## src/rtl/tap_loader_if.sv

```systemverilog
// Signal bundle between the HPS download port, the TAP loader and the RAM arbiter.
// ioctl_wr is a one-cycle strobe, honoured only while ioctl_wait is low; a RAM write happens in any cycle with mem_req & mem_gnt.
interface tap_loader_if;
    logic       ioctl_download;
    logic [7:0] ioctl_index;
    logic       ioctl_wr;
    logic [7:0] ioctl_data;
    logic       ioctl_wait;
    logic       mem_req;
    logic       mem_gnt;
    logic [15:0] mem_addr;
    logic [7:0] mem_dout;

    modport master (
        output ioctl_download, ioctl_index, ioctl_wr, ioctl_data, mem_gnt,
        input  ioctl_wait, mem_req, mem_addr, mem_dout
    );

    modport slave (
        input  ioctl_download, ioctl_index, ioctl_wr, ioctl_data, mem_gnt,
        output ioctl_wait, mem_req, mem_addr, mem_dout
    );
endinterface

```

## src/rtl/tap_loader.sv

```systemverilog
// KC TAP image loader: parses the file header and info block, then streams the
// payload bytes into RAM through a request/grant port, stalling the HPS per byte.
module tap_loader #(
    parameter logic [7:0] TAP_INDEX = 8'd1
) (
    input  logic        clk,
    input  logic        reset_n,
    tap_loader_if.slave bus,
    output logic        busy,
    output logic        done,
    output logic        error,
    output logic        exec_valid,
    output logic [15:0] exec_addr,
    output logic [3:0]  dbg_state_o
);

    typedef enum logic [3:0] {
        S_IDLE   = 4'd0,
        S_HDR    = 4'd1,
        S_BLKNUM = 4'd2,
        S_INFO   = 4'd3,
        S_DATA   = 4'd4,
        S_WRITE  = 4'd5,
        S_SKIP   = 4'd6,
        S_DONE   = 4'd7,
        S_ERR    = 4'd8
    } state_e;

    state_e      state_q, state_d;
    logic        dl_q, dl_d;
    logic [7:0]  cnt_q, cnt_d;
    logic [15:0] cur_q, cur_d;
    logic [15:0] load_q, load_d;
    logic [15:0] end_q, end_d;
    logic [15:0] exe_q, exe_d;
    logic [7:0]  args_q, args_d;
    logic        info_done_q, info_done_d;
    logic        pend_q, pend_d;
    logic [15:0] addr_q, addr_d;
    logic [7:0]  dout_q, dout_d;
    logic        busy_q, busy_d;
    logic        error_q, error_d;
    logic        exec_valid_q, exec_valid_d;
    logic [15:0] exec_addr_q, exec_addr_d;

    logic qual, start, acc;

    assign qual  = bus.ioctl_download && (bus.ioctl_index == TAP_INDEX);
    assign start = qual && !dl_q;
    assign acc   = bus.ioctl_wr && qual;

    always_comb begin
        state_d      = state_q;
        dl_d         = qual;
        cnt_d        = cnt_q;
        cur_d        = cur_q;
        load_d       = load_q;
        end_d        = end_q;
        exe_d        = exe_q;
        args_d       = args_q;
        info_done_d  = info_done_q;
        pend_d       = pend_q;
        addr_d       = addr_q;
        dout_d       = dout_q;
        busy_d       = busy_q;
        error_d      = error_q;
        exec_valid_d = exec_valid_q;
        exec_addr_d  = exec_addr_q;

        if (start && state_q != S_WRITE) begin
            // A byte may arrive in the same cycle the window opens; treat it as header byte 0.
            cnt_d = 8'd0; cur_d = 16'd0; load_d = 16'd0; end_d = 16'd0; exe_d = 16'd0;
            args_d = 8'd0; info_done_d = 1'b0; pend_d = 1'b0; busy_d = 1'b0;
            error_d = 1'b0; exec_valid_d = 1'b0; exec_addr_d = 16'd0;
            state_d = S_HDR;
            if (acc) begin
                busy_d = 1'b1;
                if (bus.ioctl_data != 8'hC3) state_d = S_ERR;
                else cnt_d = 8'd1;
            end
        end else begin
            case (state_q)
                S_HDR: begin
                    if (!qual) state_d = S_ERR;
                    else if (acc) begin
                        busy_d = 1'b1;
                        if (cnt_q == 8'd0 && bus.ioctl_data != 8'hC3) state_d = S_ERR;
                        else if (cnt_q == 8'd15) begin
                            cnt_d   = 8'd0;
                            state_d = S_BLKNUM;
                        end else cnt_d = cnt_q + 8'd1;
                    end
                end
                S_BLKNUM: begin
                    if (!qual) state_d = info_done_q ? S_DONE : S_ERR;
                    else if (acc) state_d = info_done_q ? S_DATA : S_INFO;
                end
                S_INFO: begin
                    if (!qual) state_d = S_ERR;
                    else if (acc) begin
                        case (cnt_q)
                            8'd16: args_d        = bus.ioctl_data;
                            8'd17: load_d[7:0]   = bus.ioctl_data;
                            8'd18: load_d[15:8]  = bus.ioctl_data;
                            8'd19: end_d[7:0]    = bus.ioctl_data;
                            8'd20: end_d[15:8]   = bus.ioctl_data;
                            8'd21: exe_d[7:0]    = bus.ioctl_data;
                            8'd22: exe_d[15:8]   = bus.ioctl_data;
                            default: ;
                        endcase
                        if (cnt_q == 8'd127) begin
                            cnt_d = 8'd0;
                            if (args_q < 8'd2 || end_q < load_q) state_d = S_ERR;
                            else begin
                                info_done_d = 1'b1;
                                cur_d       = load_q;
                                state_d     = S_BLKNUM;
                                if (args_q >= 8'd3) begin
                                    exec_valid_d = 1'b1;
                                    exec_addr_d  = exe_q;
                                end
                            end
                        end else cnt_d = cnt_q + 8'd1;
                    end
                end
                S_DATA: begin
                    if (!qual) state_d = S_DONE;
                    else if (acc) begin
                        cnt_d = (cnt_q == 8'd127) ? 8'd0 : cnt_q + 8'd1;
                        // end is exclusive and checked before every write, so cur_q can never wrap.
                        if (cur_q < end_q) begin
                            addr_d  = cur_q;
                            dout_d  = bus.ioctl_data;
                            state_d = S_WRITE;
                        end else if (cnt_q == 8'd127) state_d = S_BLKNUM;
                    end
                end
                S_WRITE: begin
                    if (start) pend_d = 1'b1;
                    if (bus.mem_gnt) begin
                        cur_d  = cur_q + 16'd1;
                        pend_d = 1'b0;
                        if (pend_q || start) begin
                            cnt_d = 8'd0; cur_d = 16'd0; load_d = 16'd0; end_d = 16'd0; exe_d = 16'd0;
                            args_d = 8'd0; info_done_d = 1'b0; busy_d = 1'b0;
                            error_d = 1'b0; exec_valid_d = 1'b0; exec_addr_d = 16'd0;
                            state_d = S_HDR;
                        end else if (!qual) state_d = S_DONE;
                        else state_d = (cnt_q == 8'd0) ? S_BLKNUM : S_DATA;
                    end
                end
                S_ERR:   state_d = qual ? S_SKIP : S_IDLE;
                S_SKIP:  if (!qual) state_d = S_IDLE;
                S_DONE:  state_d = S_IDLE;
                default: ;
            endcase
        end

        if (state_d == S_ERR) error_d = 1'b1;
        if (state_d == S_ERR || state_d == S_DONE || state_d == S_IDLE) busy_d = 1'b0;
    end

    always_ff @(posedge clk) begin
        if (!reset_n) begin
            state_q      <= S_IDLE;
            // Assume a window may already be open so a reset mid-download waits for a fresh start.
            dl_q         <= 1'b1;
            cnt_q        <= 8'd0;
            cur_q        <= 16'd0;
            load_q       <= 16'd0;
            end_q        <= 16'd0;
            exe_q        <= 16'd0;
            args_q       <= 8'd0;
            info_done_q  <= 1'b0;
            pend_q       <= 1'b0;
            addr_q       <= 16'd0;
            dout_q       <= 8'd0;
            busy_q       <= 1'b0;
            error_q      <= 1'b0;
            exec_valid_q <= 1'b0;
            exec_addr_q  <= 16'd0;
        end else begin
            state_q      <= state_d;
            dl_q         <= dl_d;
            cnt_q        <= cnt_d;
            cur_q        <= cur_d;
            load_q       <= load_d;
            end_q        <= end_d;
            exe_q        <= exe_d;
            args_q       <= args_d;
            info_done_q  <= info_done_d;
            pend_q       <= pend_d;
            addr_q       <= addr_d;
            dout_q       <= dout_d;
            busy_q       <= busy_d;
            error_q      <= error_d;
            exec_valid_q <= exec_valid_d;
            exec_addr_q  <= exec_addr_d;
        end
    end

    assign bus.ioctl_wait = (state_q == S_WRITE);
    assign bus.mem_req    = (state_q == S_WRITE);
    assign bus.mem_addr   = addr_q;
    assign bus.mem_dout   = dout_q;
    assign busy           = busy_q;
    assign done           = (state_q == S_DONE);
    assign error          = error_q;
    assign exec_valid     = exec_valid_q;
    assign exec_addr      = exec_addr_q;
    assign dbg_state_o    = state_q;

endmodule

```

## src/flat_wrapper.sv

```systemverilog
// flat-port wrapper written by rule: the top's interface ports become plain ports
module tap_loader_flat 
#(
    parameter logic [7:0] TAP_INDEX = 8'd1
)
  (clk, reset_n, busy, done, error, exec_valid, exec_addr, dbg_state_o, bus_ioctl_download, bus_ioctl_index, bus_ioctl_wr, bus_ioctl_data, bus_mem_gnt, bus_ioctl_wait, bus_mem_req, bus_mem_addr, bus_mem_dout);
  tap_loader_if bus_i ();
  input  logic clk;
  input  logic reset_n;
  output logic busy;
  output logic done;
  output logic error;
  output logic exec_valid;
  output logic [15:0] exec_addr;
  output logic [3:0] dbg_state_o;
  input wire logic [$bits(bus_i.ioctl_download)-1:0] bus_ioctl_download;
  input wire logic [$bits(bus_i.ioctl_index)-1:0] bus_ioctl_index;
  input wire logic [$bits(bus_i.ioctl_wr)-1:0] bus_ioctl_wr;
  input wire logic [$bits(bus_i.ioctl_data)-1:0] bus_ioctl_data;
  input wire logic [$bits(bus_i.mem_gnt)-1:0] bus_mem_gnt;
  output wire logic [$bits(bus_i.ioctl_wait)-1:0] bus_ioctl_wait;
  output wire logic [$bits(bus_i.mem_req)-1:0] bus_mem_req;
  output wire logic [$bits(bus_i.mem_addr)-1:0] bus_mem_addr;
  output wire logic [$bits(bus_i.mem_dout)-1:0] bus_mem_dout;
  assign bus_i.ioctl_download = bus_ioctl_download;
  assign bus_i.ioctl_index = bus_ioctl_index;
  assign bus_i.ioctl_wr = bus_ioctl_wr;
  assign bus_i.ioctl_data = bus_ioctl_data;
  assign bus_i.mem_gnt = bus_mem_gnt;
  assign bus_ioctl_wait = bus_i.ioctl_wait;
  assign bus_mem_req = bus_i.mem_req;
  assign bus_mem_addr = bus_i.mem_addr;
  assign bus_mem_dout = bus_i.mem_dout;
  tap_loader #(.TAP_INDEX(TAP_INDEX)) u_core (.clk(clk), .reset_n(reset_n), .bus(bus_i), .busy(busy), .done(done), .error(error), .exec_valid(exec_valid), .exec_addr(exec_addr), .dbg_state_o(dbg_state_o));
endmodule
```

## config.mk

```make
export PLATFORM = sky130hd
export DESIGN_NAME = tap_loader_flat
export DESIGN_NICKNAME = d
export VERILOG_FILES = /design/src/rtl/tap_loader_if.sv /design/src/rtl/tap_loader.sv /design/src/flat_wrapper.sv
export SDC_FILE = /design/constraint.sdc
export NUM_CORES = 1
export LEC_CHECK = 0
export ABC_AREA = 1
export BUFFER_PORTS_ARGS = -buffer_cell sky130_fd_sc_hd__buf_2
export CAP_MARGIN = 5
export CORE_UTILIZATION = 52
export CTS_BUF_LIST = sky130_fd_sc_hd__clkbuf_4 sky130_fd_sc_hd__clkbuf_8 sky130_fd_sc_hd__clkbuf_16
export DETAILED_ROUTE_END_ITERATION = 6
export PLACE_DENSITY = 0.82
export SLEW_MARGIN = 25
export SYNTH_ARGS = -nofsm -noshare
export SYNTH_HDL_FRONTEND = slang
export SYNTH_SLANG_ARGS = --single-unit
export TNS_END_PERCENT = 100
```

## constraint.sdc

```tcl
create_clock -name clk -period 3 [get_ports clk]
set_input_delay 0.45 -clock clk [delete_from_list [all_inputs] [get_ports clk]]
set_output_delay 0.45 -clock clk [all_outputs]
set_load 0.01 [all_outputs]
```

Yosys cells after proc, flatten, opt, wreduce, memory -nomap -nowiden:

Index checks and enable logic that the tools add are counted.
W data, S select, Z words.

* register bits after elaboration: 130
* input bits: 21
* output and inout bits: 50
* logic and storage cells: 203

* $add $sub $neg: 2
* $lt $le $gt $ge: 4
* equal/unequal tests: 43
* multiplexer cells: 96
* bitwise operators: 2
* reduce and logical (&&, ||, !) cells: 37

Operators with widths (number)
* $mux W16: 19
* $mux W8: 20
* $pmux W16 S2: 5
* $mux W4: 22
* $eq A8 B5 Y1 const B: 7
* $reduce_and A6 Y1: 8
* $lt A16 B16 Y1: 2
* $pmux W4 S8: 1
* $pmux W8 S3: 1
* $mux W1: 21
* $eq A4 B3 Y1 const B: 5
* $ne A2 B2 Y1 const B: 9
* $add A16 B1 Y16 const B: 1
* $pmux W8 S2: 1
* $reduce_and A8 Y1: 2
* $ne A3 B1 Y1 const B: 5
* $reduce_bool A3 Y1: 4
* $ne A2 B1 Y1 const B: 5
* $reduce_and A5 Y1: 2
* $mux W3: 3
* $add A8 B1 Y8 const B: 1
* $eq A4 B2 Y1 const B: 2
* $eq A4 B4 Y1 const B: 2
* $eq A8 B1 Y1 const B: 1
* other kinds (21): 35

Depth between registers and ports, before layout:

Gate-level depths: netlist of the first run.

* depth after elaboration: 12
* mapped depth: 19
* depth with buffers taken out: 19

Worst setup path before layout of the first run:

No wires, ideal clock.

* path type: input -> register
* start: input port bus_ioctl_index[3]
* end: register u_core.exec_addr_q[10] (netlist: u_core.exec_addr[10])
* setup time: 0.132 ns
* arrival: 1.921 ns
* required time: 2.868 ns
* slack: 0.947 ns
* stages on the path: 11
* buffers on the path: 1
* path through: nor2_1 nand3_1 nor2_4 nand2_2 o21ai_2 nand2_4 a21oi_4 nand2_4 buf_6 nand2_1 a21oi_1

* longest elaborated chain between the ends: 6
* elaborated cells between the ends (all ways): 11
* those cells by class: eq/ne: 4; reduce/logical: 7

Ends and longest elaborated chain
* from (decl): line flat_wrapper.sv:17 `input wire logic [$bits(bus_i.ioctl_index)-1:0] bus_ioctl_index;`
* $eq A8 B1 Y1 *: line tap_loader.sv:48 `assign qual = bus.ioctl_download && (bus.ioctl_index == TAP_INDEX);`
* $logic_and A1 B1 Y1 *: line tap_loader.sv:48
* $logic_and A1 B1 Y1: line tap_loader.sv:49 `assign start = qual && !dl_q;`
* $logic_or A1 B1 Y1: line tap_loader.sv:143 `if (pend_q || start) begin`
* $ne A2 B1 Y1 (no line)
* $reduce_and A8 Y1 (no line)
* to (signal assigned): line tap_loader.sv:198 `exec_addr_q <= exec_addr_d;`
* to (decl): line tap_loader.sv:44 `logic [15:0] exec_addr_q, exec_addr_d;`

Mark *: on every way between the ends. The rest lies on a longest branch, timed or not.
A chain may end at the register's enable or synchronous reset.

Final worst setup path of the first run:

* start: register u_core.state_q[3] (netlist: u_core.dbg_state_o[3])
* end: register u_core.exe_q[3]

* longest elaborated chain between the ends: 3
* elaborated cells between the ends (all ways): 13
* those cells by class: eq/ne: 8; mux: 1; reduce/logical: 4

Ends and longest elaborated chain
* from (decl): line tap_loader.sv:29 `state_e state_q, state_d;`
* from (signal assigned): line tap_loader.sv:183 `state_q <= state_d;`
* $eq A4 B2 Y1 (tied with other cells): line tap_loader.sv:82 `case (state_q)`
* $ne A2 B2 Y1 (no line) (tied with other cells)
* $reduce_and A6 Y1 (no line) or $reduce_or A2 Y1 (tied branches)
* to (signal assigned): line tap_loader.sv:172 `exe_q <= 16'd0;`
* to (signal assigned): line tap_loader.sv:189 `exe_q <= exe_d;`
* to (decl): line tap_loader.sv:35 `logic [15:0] exe_q, exe_d;`

Several ways; a longest one is shown, not always the timed one.

==> results list, run 1 <==
- Dividing the detail-routed wire length by the instance count gives 14.7 µm.
- The total count of hold-check failures in the final report is 0.
* Share of layout cells above drive strength 1: between 10% and 20%
- In this run, post-CTS hold repair placed 0 buffers.
* Post-placement cell area: 7300 µm²
- Crit end category: flip-flop
* Category of the critical setup timing path: reg -> reg
- The top cell type by area accounts for 38.4% of the synthesized area.
- Total number of placement rows: between 40 and 50
- CTS buffer count: 17
- Diode insertion count for antenna repair: 0
- In the layout the commonest cells are nand2_1, a21oi_1, dfxtp_1, inv_1, o21ai_0.
* Layout-stage area growth over the synthesis result: 15.9%
* Period utilization: 87.9%
- At the pin with the least slew margin, the transition time is 0.665 ns.
- Port buffering added 70 buffers.
- Die X: 116 µm
- RePlAce Congestion: just under 1
- Total power for the finished layout comes to 4860 µW.
- At the later pin of the worst-skew pair, clock insertion delay measures 0.42 ns.
* Net switching power: 1510 µW
- The count of final max-slew check failures was 0.
* Vias per cell: 5.49
- Gr usage total: 27.9%
- CP cell instances: inv_2 > nand2_1 > inv_1 > nand3_2 > nor2_4 > inv_2 > nand2_4 > inv_2 > nand2_2 > clkinv_1 > o21ai_0 > a21oi_1
- Setup violations remaining at the end of the flow were counted as 0.
- CTS Buffer Depth: 2
* Number of distinct standard cells referenced by the synthesized netlist: 39
- After detailed routing, the number of remaining DRC violations is 0.
- Fraction of the mapped netlist area in adder cells: 6.47%
- Number of nets still failing antenna checks after routing: 0
* Core utilization of the finished layout: 61.9%
- Dpl hpwl: around 13000 µm
- Timing would allow up to 0.379 GHz.
* Endpoint required time on the critical path: 3.29 ns
- Share of synthesized area spent on multiplexers: 0%
* Unrepaired setup endpoints after global routing: false
* Seq/Total Area, Yosys: 38.4%
- Number of antenna violations at the first check in global routing: 0
* Worst relative slew slack: 55.5%
* Highest ir drop seen on vdd: 422 µV
* Net count after synthesis: 1019
* Layout Nets: 1087
- The clock arrives with slightly above 0.008 ns of skew.
* Type of origin of the critical path: flip-flop
* Portion of total power attributed to the clock network: 39.5%
- Number of maximum-capacitance constraint violations: 0
- Summing all non-filler instances in the final layout gives an area of 7840 µm².
* Synthesized-area fraction occupied by ao, oa, aoi and oai cells: 21.2%
- The first routing iteration left 570 violations.
- Die outline area: 13500 µm²
* Number of top-level pins: 71
- Xor and xnor fraction of the mapped netlist area: 1.29%
* Post-CTS repair timing setup buffer count: 0
- Top post-synthesis cells by area: dfxtp_1, a21oi_1, nand2_1, o21ai_0, inv_1
- Leading cell type in the layout, fill and taps excluded: nand2_1
* Core region area: 12700 µm²
- Switching Fraction: 31.1%
- The cell sitting at the root of the clock tree is a clkbuf_16.
- Class of the worst hold path: in -> reg
- Broken down by cell family, the worst path's largest delay share belongs to simple AND/OR/NAND/NOR gates.
- On the critical path, the stage with the largest delay is an instance of dfxtp_1.
* Number of synthesized register bits: 130
- The internal power of the cells totals 3350 µW.
* Global-route wire length before repair: 29100 µm
- The flow ran to the end, and the final reports show no timing, DRC or antenna violations.
* Yosys warnings: 0
- Number of instances resized during post-cts repair: 0
* Crit-path max FO: 15
- Wires add up to 17900 µm.
- After global routing the overflow that remains totals 0.
- For the final routed database, the setup TNS stands at 0 ns.
* Sequential Power Share: 38.5%
- The first TritonRoute pass finished after 5 iterations.
- CP arrival: 2.93 ns
* Fraction of the mapped netlist area in simple logic gates: 22.5%
* Most used cell, CP: inv_2
- Post-synthesis cell type with the largest combined area: dfxtp_1
- After synthesis, the largest family of logic cells by area is simple AND/OR/NAND/NOR gates.
* Number of global-route vias before repair: 6095
- Power share of the combinational group: 22.0%
- Pin count of the biggest net entering global routing: 49
- Dividing total power by cell area gives a power density of 620 nW/µm².
- Dividing the synthesized area by the synthesized cell count gives between 7 and 8 µm².
- For this block, the via count after detailed routing is 6649.
- Sinks on Clock Net: between 100 and 150
* Initial Utilization: a little over half
- The worst path meets setup with roughly 0.36 ns of slack.
- Number of H-tree levels: 4
- The mapped netlist covers roughly 6800 µm².
- The critical path contains buffers and inverters numbering 5 combined.
- OpenSTA, run right after detailed placement, puts the worst setup slack at 0.328 ns.
* Leakage component of the power: between 0.003 and 0.004 µW
- The floorplan step set the die height to ~120 µm.
* Worst path max stage delay: 0.35 ns
- Synthesized instance count: roughly 960
* CTS tree: built
* Worst-path clk slew: 0.05 ns
* Minimum period implied by the final worst setup slack: 2.64 ns
==> flip-flops by register name, summed over array words and instances, names as in the netlist, 4 cells and up <==
signal               cells
u_core.dbg_state_o       4
u_core.bus.mem_addr     16
u_core.cur_q            16
u_core.exe_q            16
u_core.exec_addr        16
u_core.args_q            8
u_core.bus.mem_dout      8
u_core.cnt_q             8
u_core.load_q           16
u_core.end_q            16
==> logic make-up after synthesis <==
family / after synthesis
adder cells (fa/ha/maj): 35
AND/OR/NAND/NOR: 344
XOR/XNOR: 10
buffers and inverters: 173
flip-flops: 130
AO/OA/AOI/OAI: 271
==> power by group through the flow <==
stage	Sequential, µW	Clock (µW)	Combinational [µW]
3_3_place_gp	1900	0	1020
4_1_cts	1870	1940	1060
6_report	1870	1920	1070
3_5_place_dp	1900	0	1050
5_1_grt	1880	2010	1200
2_1_floorplan	1900	0	753
==> metal layers <==
metal | vias up | wire, µm | share of wire [%] | global-route usage (%)
li1 | 3335 | - | - | -
met1 | 3043 | 7940 | 44 | 35.2
met2 | 225 | 8340 | 47 | 46.2
met3 | 46 | 1060 | 5.9 | 5.66
met4 | 0 | 521 | 2.9 | 12.1
met5 | - | 0 | 0 | 0
==> cells in the mapped netlist, drive strengths merged <==
cell    number
buf         14
nand4       20
o31ai        2
a21oi      135
nand2      173
nor3        14
inv        134
ha          35
o22ai        7
xor2         8
o21bai       1
nand3b       1
nor2        78
xnor2        2
dfxtp      130
clkinv       2
a32o         1
a211oi       9
a22oi        2
or2          2
a21boi       1
o211ai       1
a31oi        5
clkbuf      23
nand3       56
o21ai      105
o21a         2
==> layout make-up <==
class | instances | area (µm²)
fill | 1141 | 4830
multi-input combinational | 660 | 3490
sequential | 130 | 2600
inverter | 136 | 510
clock buffer | 23 | 489
timing repair buffer | 86 | 483
tap | 172 | 215
clock inverter | 5 | 56.3
==> per-stage QoR <==
step	std cells	hold WS, ns
2_1_floorplan	963	0.429
6_report	1212	0.312
3_3_place_gp	1184	0.446
4_1_cts	1212	0.296
3_5_place_dp	1184	0.445
5_1_grt	1212	0.322
==> path summary, 6_finish.rpt <==
check | from | endpoint | slack, ns | cells past startpoint
setup / recovery | u_core.dbg_state_o[3] | u_core.exe_q[3] | 0.36 | 12
hold / removal | bus_ioctl_data[0] | u_core.bus.mem_dout[0] | 0.31 | 3
setup reg to reg | u_core.dbg_state_o[3] | u_core.exe_q[3] | 0.36 | 12
hold reg to reg | u_core.args_q[5] | u_core.args_q[5] | 0.45 | 2
==> worst reg2reg max path: cells and delay by family, from the launching register on <==
kind,cells,cell delay (ns)
flops,1,0.35
compound gates,2,0.36
buf+inv,5,0.74
simple gates,5,1.06
Power figures use the tool's default switching activity.
==> run 2, diff against run 1 <==
- CORE_ASPECT_RATIO: unset -> 1.25
- PLACE_DENSITY: 0.82 -> 0.72
==> results list, run 2 (synthesized netlist as in run 1, its figures left out) <==
- Gr usage total: 27.7% (-0.16 points)
* Portion of total power attributed to the clock network: 40.3% (+0.8 points)
- CTS tree: built
- The total via count after detailed routing is 6577 (-1.1%).
- Number of global-route vias before repair: 6183 (+1.4%)
- Leaving out fill and tap cells, the most frequent cell in the layout is nand2_1.
- The fraction of layout instances using a drive strength above 1 was 14.1% (+0.58 points).
- The count of max-cap constraint violations was 0 (unchanged).
* Switching Fraction: 34.0% (+2.9 points)
* Number of design rule violations left after detail routing: 0 (unchanged)
- The critical path is of the reg -> reg type.
- F_max: 0.404 GHz (+6.5%)
- Sinks on Clock Net: 130 (unchanged)
- The period utilization was 82.5% (-5.4 points).
- CTS buffer count: 17 (unchanged)
* Global-route wire length before repair: 29900 µm (+2.6%)
- Clock skew: 0.00931 ns (+0.00107 ns)
- The routed wire length was 17900 µm (about the same).
- Clk Tree Root Cell: clkbuf_16
* Layout-stage area growth over the synthesis result: 16.2%
- Setup repair after global routing left no endpoint under its margin.
- Highest ir drop seen on vdd: 384 µV (-9.0%)
* Total congestion overflow after global routing: 0 (unchanged)
- Result of the run: finished clean
- STA classifies the critical path startpoint as a flip-flop.
- Crit-path max FO: 48 (+33)
* Chip Height: 130 µm (+12%)
- The total of hold buffers inserted after clock tree synthesis was 0 (unchanged).
- The maximum number of pins on one net before global-route repair is 49 (unchanged).
- Leakage component of the power: 0.00348 µW (+0.28%)
- The number of fill cells came to 1220 (+6.9%).
- The net count of the finished layout was 1090 (+0.28%).
* Crit end category: flip-flop
- The area of all sequential standard cells came to 2600 µm² (unchanged).
* Setup total negative slack: 0 ns (unchanged)
- The power density over the cells is 623 nW/µm² (+0.62%).
* Number of nets still failing antenna checks after routing: 0 (unchanged)
- RePlAce Congestion: 0.947 (-4.6%)
- Slack of the worst reg-to-reg path: 0.52 ns (+0.16 ns)
* Number of failing setup endpoints in the final timing report: 0 (unchanged)
- The shortest period the worst path allows came to 2.48 ns (-0.161 ns).
- The initial cell density of the core was 53.2% (-0.20 points).
- CP arrival: 2.82 ns (-0.11 ns)
- Worst-path clk slew: 0.06 ns (about the same)
* Average routed wire per standard cell: 14.7 µm (-0.21%)
- Power share of the combinational group: 21.6% (-0.4 points)
- Cell count after placement: 1183 (-0.084%)
* Leading cell types in the layout, fill and taps excluded: nand2_1, a21oi_1, dfxtp_1, inv_1, o21ai_0
- The number of setup buffers added after CTS was 0 (unchanged).
- Final-report max-slew violation count: 0 (unchanged)
- The count of TritonRoute iterations in the first routing pass was 5 (unchanged).
- Clock latency of the later-clocked register in the worst-skew pair: 0.42 ns (about the same)
- The relative max-transition margin came to 60.3% (+4.8 points).
* Actual transition at the worst max-transition pin: 0.593 ns (-0.0725 ns)
- The HPWL after detailed placement is 12900 µm (-0.18%).
* Post-route total power: 4900 µW (+0.91%)
- The placeable core area is 12700 µm² (+0.39%).
* Die outline area: 13500 µm² (about the same)
* Total number of placement rows: 46 (+12%)
* Class of the worst hold path: in -> reg
- The maximum buffer depth of the clock tree is 2 (unchanged).
- Number of standard cells in the layout, taps in and fillers out: 1215 (+0.25%)
- The number of port buffers is 70 (unchanged).
- Net switching power: 1670 µW (+10%)
- Final hold violation count: 0 (unchanged)
- The internal portion of total power is 3240 µW (-3.4%).
* Number of H-tree levels: 4 (unchanged)
- The boundary pin count was 71 (unchanged).
* Sequential Power Share: 38.1% (-0.4 points)
- Number of design-rule violations left by the first detailed-router iteration: 468 (-18%)
- Die X: 104 µm (-10%)
- Diode insertion count for antenna repair: 0 (unchanged)
* Number of antenna violations at the first check in global routing: 0 (unchanged)
- Total area of multi-input combinational cells: 3490 µm² (unchanged)
- The endpoint required time on the critical path came to 3.34 ns (+0.05 ns).
- The post-cts resize count is 0 (unchanged).
- The via density per instance came to 5.41 (-1.3%).
-- run 2: changes by cell type in the layout (fill, tap and decap cells not counted) --
cell and delta:
buf_12 -1, buf_4 +4, bufinv_16 -1, clkbuf_4 -3, clkbuf_8 -3, clkinv_2 -2, clkinv_4 +2, clkinvlp_4 +2
inv_6 +5, inv_8 +4
-- run 2: power groups by stage --
stage | clock, µW | sequential (µW) | combinational (µW)
6_report | 1980 | 1870 | 1060
5_1_grt | 2060 | 1880 | 1210
4_1_cts | 2000 | 1870 | 1050
3_5_place_dp | 0 | 1910 | 1040
3_3_place_gp | 0 | 1910 | 1040
2_1_floorplan | 0 | 1900 | 753
-- run 2: per-stage QoR --
step                      setup WS, ns  utilization (%)  hold WS, ns  instance area, µm²
after global placement           0.454             57.4        0.447                7300
after floorplan                  0.947                -        0.429                6770
final                            0.524             61.8        0.303                7870
after CTS                        0.546             61.8        0.294                7870
after detailed placement         0.362             57.4        0.454                7300
after global routing             0.183             61.8        0.322                7870
-- run 2: cell type report --
cell class / instances / share of cell area, %
sequential: 130 / 33.1
inverter: 136 / 6.49
clock inverter: 15 / 1.75
multi-input combinational: 660 / 44.3
clock buffer: 17 / 5.41
tap: 168 / 2.67
timing repair buffer: 89 / 6.27
-- run 2: path summary, 6_finish.rpt --
kind,startpoint,endpoint,cells past startpoint
worst max-delay path,u_core.end_q[13],u_core.bus.mem_addr[9],12
worst min-delay path,bus_ioctl_data[5],u_core.bus.mem_dout[5],3
worst max register to register,u_core.end_q[13],u_core.bus.mem_addr[9],12
worst min register to register,u_core.exec_addr[12],u_core.exec_addr[12],2
-- run 2: worst max-delay path: stages, from the launching register on --
cell and delay [ns]:
dfxtp_1 0.35, inv_1 0.07, ha_1 0.31, nand2_1 0.07, inv_1 0.03, o21ai_0 0.13, nand2_1 0.06, a21oi_1 0.31
nand3_1 0.23, nor3_2 0.15, buf_4 0.37, o21ai_0 0.13, a21oi_1 0.15
-- run 2: per-layer routing --
layer  share of wire (%)  wire length, µm  up-vias  GRT usage (%)
met5                   0                0        -              0
met4                 2.6              464        0           10.3
met3                 5.5              977       44           5.08
met2                  48             8540      188           47.9
met1                  44             7890     3003           34.6
li1                    -                -     3342              -
